$ cat src/rtl/alu_pkg.sv
// Shared definitions for the sequential ALU: function codes, FSM states,
// iteration kinds and status-word bit positions.
package alu_pkg;

  localparam logic [3:0] ADD  = 4'd1;
  localparam logic [3:0] SUB  = 4'd2;
  localparam logic [3:0] NOTA = 4'd4;
  localparam logic [3:0] OR   = 4'd5;
  localparam logic [3:0] AND  = 4'd6;
  localparam logic [3:0] XOR  = 4'd7;
  localparam logic [3:0] ROTR = 4'd8;
  localparam logic [3:0] ROTL = 4'd9;
  localparam logic [3:0] SHR  = 4'd10;
  localparam logic [3:0] SHL  = 4'd11;
  localparam logic [3:0] MUL  = 4'd12;

  localparam int ST_C = 3;
  localparam int ST_V = 2;
  localparam int ST_N = 1;
  localparam int ST_Z = 0;

  typedef enum logic [1:0] {IDLE, EXEC, FIN} state_t;

  typedef enum logic [2:0] {IK_ROTR, IK_ROTL, IK_SHR, IK_SHL, IK_MUL} iter_kind_t;

endpackage

$ cat src/rtl/alu_iter_unit.sv
// One-bit-per-cycle shift/rotate engine with down-counter; adds a shift-add
// multiplier accumulator when ALU_SEQ_MUL_EN is defined.
module alu_iter_unit
  import alu_pkg::*;
#(
  parameter int WIDTH = 32,
  parameter int CNT_W = 6
) (
  input  logic             clk,
  input  logic             rst,
  input  logic             load,
  input  iter_kind_t       kind,
  input  logic [CNT_W-1:0] n,
`ifdef ALU_SEQ_MUL_EN
  input  logic [WIDTH-1:0] b,
`endif
  input  logic [WIDTH-1:0] a,
  output logic [WIDTH-1:0] nxt,
  output logic             last
);

  iter_kind_t       kind_q;
  logic [CNT_W-1:0] cnt_q;
  logic [WIDTH-1:0] val_q;
`ifdef ALU_SEQ_MUL_EN
  logic [WIDTH-1:0] mb_q;
  logic [WIDTH-1:0] acc_q;
`endif

  // nxt is the value after the step taken this cycle; the top captures it on last
  always_comb begin
    nxt = val_q;
    case (kind_q)
      IK_ROTR: nxt = {val_q[0], val_q[WIDTH-1:1]};
      IK_ROTL: nxt = {val_q[WIDTH-2:0], val_q[WIDTH-1]};
      IK_SHR:  nxt = {1'b0, val_q[WIDTH-1:1]};
      IK_SHL:  nxt = {val_q[WIDTH-2:0], 1'b0};
`ifdef ALU_SEQ_MUL_EN
      IK_MUL:  nxt = acc_q + (mb_q[0] ? val_q : '0);
`endif
      default: nxt = val_q;
    endcase
  end

  assign last = (cnt_q == CNT_W'(1));

  always_ff @(posedge clk) begin
    if (rst) begin
      cnt_q <= '0;
    end else if (load) begin
      cnt_q <= n;
    end else if (cnt_q != '0) begin
      cnt_q <= cnt_q - 1'b1;
    end
  end

  always_ff @(posedge clk) begin
    if (load) begin
      kind_q <= kind;
      val_q  <= a;
`ifdef ALU_SEQ_MUL_EN
      mb_q   <= b;
      acc_q  <= '0;
`endif
    end else if (cnt_q != '0) begin
`ifdef ALU_SEQ_MUL_EN
      if (kind_q == IK_MUL) begin
        acc_q <= nxt;
        val_q <= {val_q[WIDTH-2:0], 1'b0};
        mb_q  <= {1'b0, mb_q[WIDTH-1:1]};
      end else begin
        val_q <= nxt;
      end
`else
      val_q <= nxt;
`endif
    end
  end

endmodule

$ cat src/rtl/alu_seq.sv
// Multi-cycle ALU with start/done handshake, iterative shifts/rotates and a
// registered {C,V,N,Z} status word. Optional multiply: ALU_SEQ_MUL_EN.
module alu_seq
  import alu_pkg::*;
#(
  parameter int WIDTH = 32,
  parameter int IMM_W = 16
) (
  input  logic             clk,
  input  logic             rst,
  input  logic             start,
  input  logic [WIDTH-1:0] rsa,
  input  logic [WIDTH-1:0] rsb,
  input  logic [IMM_W-1:0] imm,
  input  logic [1:0]       alu_op,
  output logic             busy,
  output logic             done,
  output logic [WIDTH-1:0] alu_result,
  output logic [3:0]       stat,
  output logic             stat_en
);

  localparam int SHW   = $clog2(WIDTH);
  localparam int CNT_W = SHW + 1;

  state_t                  state_q, state_d;
  logic [3:0]              funct;
  logic signed [WIDTH-1:0] imm_sx;
  logic [WIDTH-1:0]        opb;
  logic                    is_sub;
  logic [WIDTH:0]          addsub;
  logic [WIDTH-1:0]        res_now;
  logic                    iter_go;
  iter_kind_t              kind_now;
  logic [CNT_W-1:0]        n_now;
  logic                    stat_upd_now, stat_upd_q;
  logic [3:0]              stat_now;
  logic                    accept, last;
  logic [WIDTH-1:0]        iter_nxt;

  // V flags signed overflow; N is the sign the ideal (unbounded) result would have
  function automatic logic [3:0] calc_stat(input logic [WIDTH-1:0] a,
                                           input logic [WIDTH-1:0] b,
                                           input logic [WIDTH:0]   r,
                                           input logic             sub);
    logic v;
    logic [3:0] s;
    if (sub) v = (a[WIDTH-1] != b[WIDTH-1]) && (r[WIDTH-1] != a[WIDTH-1]);
    else     v = (a[WIDTH-1] == b[WIDTH-1]) && (r[WIDTH-1] != a[WIDTH-1]);
    s       = '0;
    s[ST_C] = r[WIDTH];
    s[ST_V] = v;
    s[ST_N] = r[WIDTH-1] ^ v;
    s[ST_Z] = (r[WIDTH-1:0] == '0);
    return s;
  endfunction

  always_comb begin
    funct    = imm[3:0];
    imm_sx   = {{(WIDTH-IMM_W){imm[IMM_W-1]}}, imm};
    opb      = alu_op[0] ? imm_sx : rsb;
    is_sub   = !alu_op[0] && (funct == SUB);
    addsub   = is_sub ? ({1'b0, rsa} - {1'b0, opb}) : ({1'b0, rsa} + {1'b0, opb});
    res_now  = '0;
    iter_go  = 1'b0;
    kind_now = IK_ROTR;
    n_now    = '0;
    if (alu_op[0]) begin
      res_now = addsub[WIDTH-1:0];
    end else begin
      case (funct)
        ADD, SUB: res_now = addsub[WIDTH-1:0];
        NOTA:     res_now = ~rsa;
        OR:       res_now = rsa | rsb;
        AND:      res_now = rsa & rsb;
        XOR:      res_now = rsa ^ rsb;
        ROTR, ROTL: begin
          kind_now = (funct == ROTR) ? IK_ROTR : IK_ROTL;
          n_now    = {1'b0, rsb[SHW-1:0]};
          res_now  = rsa;
          iter_go  = |rsb[SHW-1:0];
        end
        SHR, SHL: begin
          kind_now = (funct == SHR) ? IK_SHR : IK_SHL;
          n_now    = {1'b0, rsb[SHW-1:0]};
          // rsb >= WIDTH shifts everything out: answer directly, no iterations
          if (|rsb[WIDTH-1:SHW]) begin
            res_now = '0;
          end else begin
            res_now = rsa;
            iter_go = |rsb[SHW-1:0];
          end
        end
`ifdef ALU_SEQ_MUL_EN
        MUL: begin
          kind_now = IK_MUL;
          n_now    = CNT_W'(WIDTH);
          iter_go  = 1'b1;
        end
`endif
        default: res_now = '0;
      endcase
    end
    stat_upd_now = (alu_op == 2'b00) && ((funct == ADD) || (funct == SUB));
    stat_now     = calc_stat(rsa, opb, addsub, is_sub);
  end

  alu_iter_unit #(
    .WIDTH (WIDTH),
    .CNT_W (CNT_W)
  ) u_iter (
    .clk  (clk),
    .rst  (rst),
    .load (accept && iter_go),
    .kind (kind_now),
    .n    (n_now),
`ifdef ALU_SEQ_MUL_EN
    .b    (rsb),
`endif
    .a    (rsa),
    .nxt  (iter_nxt),
    .last (last)
  );

  always_comb begin
    accept  = start && (state_q != EXEC);
    state_d = state_q;
    unique case (state_q)
      EXEC:    if (last) state_d = FIN;
      default: state_d = accept ? (iter_go ? EXEC : FIN) : IDLE;
    endcase
    busy    = (state_q == EXEC);
    done    = (state_q == FIN);
    stat_en = done && stat_upd_q;
  end

  // Result/status stage: written when entering FIN so they are valid with done
  always_ff @(posedge clk) begin
    if (rst) begin
      state_q    <= IDLE;
      alu_result <= '0;
      stat       <= '0;
      stat_upd_q <= 1'b0;
    end else begin
      state_q <= state_d;
      if (accept) begin
        stat_upd_q <= stat_upd_now;
        if (!iter_go)     alu_result <= res_now;
        if (stat_upd_now) stat       <= stat_now;
      end else if (busy && last) begin
        alu_result <= iter_nxt;
      end
    end
  end

endmodule
$ cat config.mk
export PLATFORM = sky130hd
export DESIGN_NAME = alu_seq
export DESIGN_NICKNAME = d
export VERILOG_FILES = /design/src/rtl/alu_pkg.sv /design/src/rtl/alu_iter_unit.sv /design/src/rtl/alu_seq.sv
export SDC_FILE = /design/constraint.sdc
export NUM_CORES = 1
export LEC_CHECK = 0
export ABC_CLOCK_PERIOD_IN_PS = 10800
export CAP_MARGIN = 40
export CORE_MARGIN = 4
export CORE_UTILIZATION = 36
export DETAILED_ROUTE_END_ITERATION = 16
export PLACE_DENSITY = 0.53
export SYNTH_ARGS = -nofsm -noshare
export SYNTH_HDL_FRONTEND = slang
export SYNTH_SLANG_ARGS = --single-unit
$ cat constraint.sdc
create_clock -name clk -period 10.8 [get_ports clk]
set_input_delay 3.24 -clock clk [delete_from_list [all_inputs] [get_ports clk]]
set_output_delay 3.24 -clock clk [all_outputs]
set_load 0.01 [all_outputs]
==> flow_metrics.tcl <==
set metrics [dict create \
    ys_ff_latch 79 \
    drt_iter0_drc 717 \
    die_area_um2 27600 \
    place_area_um2 10500 \
    vias 9069 \
    drv_cap 0 \
    period_share 0.800 \
    post_drt_wl_per_cell_um 21.9 \
    syn_area_um2 9000 \
    cts_tree "built" \
    nets 1400 \
    min_path_type "flop to flop" \
    port-buffer-count 123 \
    final_cell_mix "nand2_1 (124), clkdlybuf4s50_1 (122), a21oi_1 (102)" \
    clock_latency_ns 0.34 \
    worstMarginPinSlew_ns 0.817 \
    cp_data_required_time_ns 11.01 \
    period_needed_ns 8.64 \
    antennaDiodeCount 0 \
    h-tree-depth 3 \
    ir_worst_vdd_v 0.0000799 \
    synth_nets 1323 \
    synthDominantCellAreaShare 0.138 \
    critical_path_class "primary input to flop" \
    fin_setup_tns_ns 0 \
    slew_violations 0 \
    ctsRootBufferMaster "clkbuf_16" \
    yosysUniqueCellTypes 82 \
    grt_overflow 0 \
    grt_max_degree 65 \
    finalWirelength_mm 33.8 \
    path_max_fanout 39 \
    antenna_found_initial 0 \
    vias_per_cell 5.87 \
    clk_pin_slew_worst_paths_ns 0.06 \
    cts_resized 0 \
    fin_area_um2 10700 \
    layout.cells.most_common "nand2_1" \
    grt_pass1_vias 8572 \
    ctsHoldBuffers 0 \
    synth_edf_count 34 \
    cp-end-kind "flop" \
    initial_core_util 0.368 \
    ys_warn_count 0 \
    skew_ns 0.0117 \
    cts_num_sinks 79 \
    drive_gt1_frac 0.0516 \
    hpwl_mm 26.0 \
    syn_inst 1138 \
    drc_errors 0 \
    finish.utilization 0.439 \
    syn_to_final_growth_pct 19.3 \
    grt_pass1_wl_mm 51.5 \
    setup_viol 0 \
    n_fill_cell 2525 \
    timing.fmax_mhz 116 \
    cts_buffers 9 \
    pwr_density_cell_nw_per_um2 135 \
    io_pins 124 \
    globalRouteTotalUtil 0.235 \
    dieHeight_um 166 \
    finalHoldViolCount 0 \
    rsz0062_at_grt "no" \
    syn_area_per_cell_um2 7.91 \
    outcome "finished clean" \
    async_flop_share 0 \
    synth.area.top_cells "ha_1 (14%), edfxtp_1 (11%), dfxtp_1 (10%)" \
    core_area_um2 24500 \
    p_leak_nw 4.20 \
    startpoint_type "primary input" \
    firstDrtPassIters 5 \
    place_congestion 0.942 \
    yosys.area.top_type "ha_1" \
    synth-main-ff-cell "dfxtp_1" \
    arrival_ns 8.85 \
    post_cts_buffers 0 \
    max_slew_margin 0.455 \
    yosysSeqAreaShare 0.213 \
    ant_nets 0 \
    cts_buffer_depth 2 \
    rows 57 \
    die_w_um 166 \
]
-- path summary, 6_finish.rpt --
path / startpoint / to / slack, ns / depth (start not counted)
worst min register to register: alu_result[8] / alu_result[8] / 0.45 / 2
worst max register to register: state_q[1] / stat[0] / 8.16 / 11
worst max-delay path: alu_op[0] / alu_result[30] / 2.16 / 22
worst min-delay path: alu_result[8] / alu_result[8] / 0.45 / 2
-- cell usage after synthesis, types with 3 or more instances --
library cell,instances
a211oi_1,4
a21o_1,14
a21oi_1,103
a221oi_1,33
a22o_1,4
a311oi_1,3
a31oi_1,8
a32o_1,19
a41oi_1,3
and2_1,8
buf_2,12
buf_4,4
clkbuf_1,53
dfxtp_1,45
edfxtp_1,34
ha_1,99
inv_1,74
mux2i_1,35
nand2_1,125
nand2b_1,8
nand3_1,17
nand4_1,8
nand4b_1,4
nor2_1,94
nor2b_1,8
nor3_1,22
nor3b_1,5
nor4_1,6
nor4_2,3
o211ai_1,9
o21a_1,16
o21ai_0,46
o21ai_1,5
o21bai_1,5
o221ai_1,55
o22ai_1,3
o31ai_1,5
or3_1,8
or4_1,3
xnor2_1,52
xor2_1,25
-- cell type report --
class | instances | area (um^2) | share of cell area
clock buffer | 11 | 254 | 0.0236
clock inverter | 5 | 40.0 | 0.00373
inverter | 75 | 282 | 0.0262
multi-input combinational | 912 | 6490 | 0.605
sequential | 79 | 1920 | 0.179
tap | 324 | 405 | 0.0377
timing repair buffer | 138 | 1350 | 0.125
-- flip-flops by register name (all words and copies together) (netlist names) --
signal / count
u_iter.val_q: 32
alu_result: 32
stat: 4
state_q: 2
u_iter.kind_q: 2
u_iter.cnt_q: 6
stat_upd_q: 1
-- critical path: stages --
cell      delay, ns
buf_2          0.44
buf_4          0.45
nor4b_1        0.63
o221ai_1       0.22
nor4_2         0.36
and2_1         0.28
o21a_2         0.25
a21boi_2       0.33
a41oi_1        0.17
xnor2_1        0.27
nor2_1         0.07
nor2_1         0.11
ha_1           0.33
nor2b_1        0.17
o21ai_0        0.17
o21ai_0        0.14
a211oi_1       0.41
o21bai_1       0.15
a21oi_1        0.19
xnor2_1        0.11
a221oi_1       0.26
nor3_1         0.08
-- report_power, final --
part           leakage (nW)  switching, W  total, W  internal [W]
logic                  3.35      0.000385  0.000651      0.000266
registers             0.711     0.0000584  0.000504      0.000445
clock network         0.134      0.000127  0.000298      0.000171
total                  4.20      0.000570   0.00145      0.000883
-- through the flow --
step                      instances  worst slack (ns)  hold WS (ns)  total power, W
after floorplan                1138              2.47         0.448        0.000914
after global placement         1526              1.93         0.439         0.00115
after detailed placement       1528              1.87         0.444         0.00116
after CTS                      1544              2.21         0.453         0.00146
after global routing           1544              1.75         0.465         0.00155
final                          1544              2.16         0.450         0.00145
-- kinds of logic (layout without fill, tap and decap cells) --
| kind of cell | Yosys count | in the layout | share of synthesized area |
|---|---|---|---|
| AO/OA/AOI/OAI | 359 | 359 | 0.284 |
| XOR/XNOR | 77 | 77 | 0.0749 |
| adder cells (fa/ha/maj) | 100 | 100 | 0.140 |
| buffers and inverters | 147 | 229 | 0.0663 |
| flip-flops | 79 | 79 | 0.213 |
| multiplexers | 35 | 35 | 0.0389 |
| AND/OR/NAND/NOR | 341 | 341 | 0.182 |
-- metal layers --
metal	share of wire	track usage
met4	0.0062	0.0387
met1	0.49	0.352
met3	0.062	0.0262
met2	0.44	0.369
met5	0	0
Note: power is estimated with default switching activity, not from simulation.
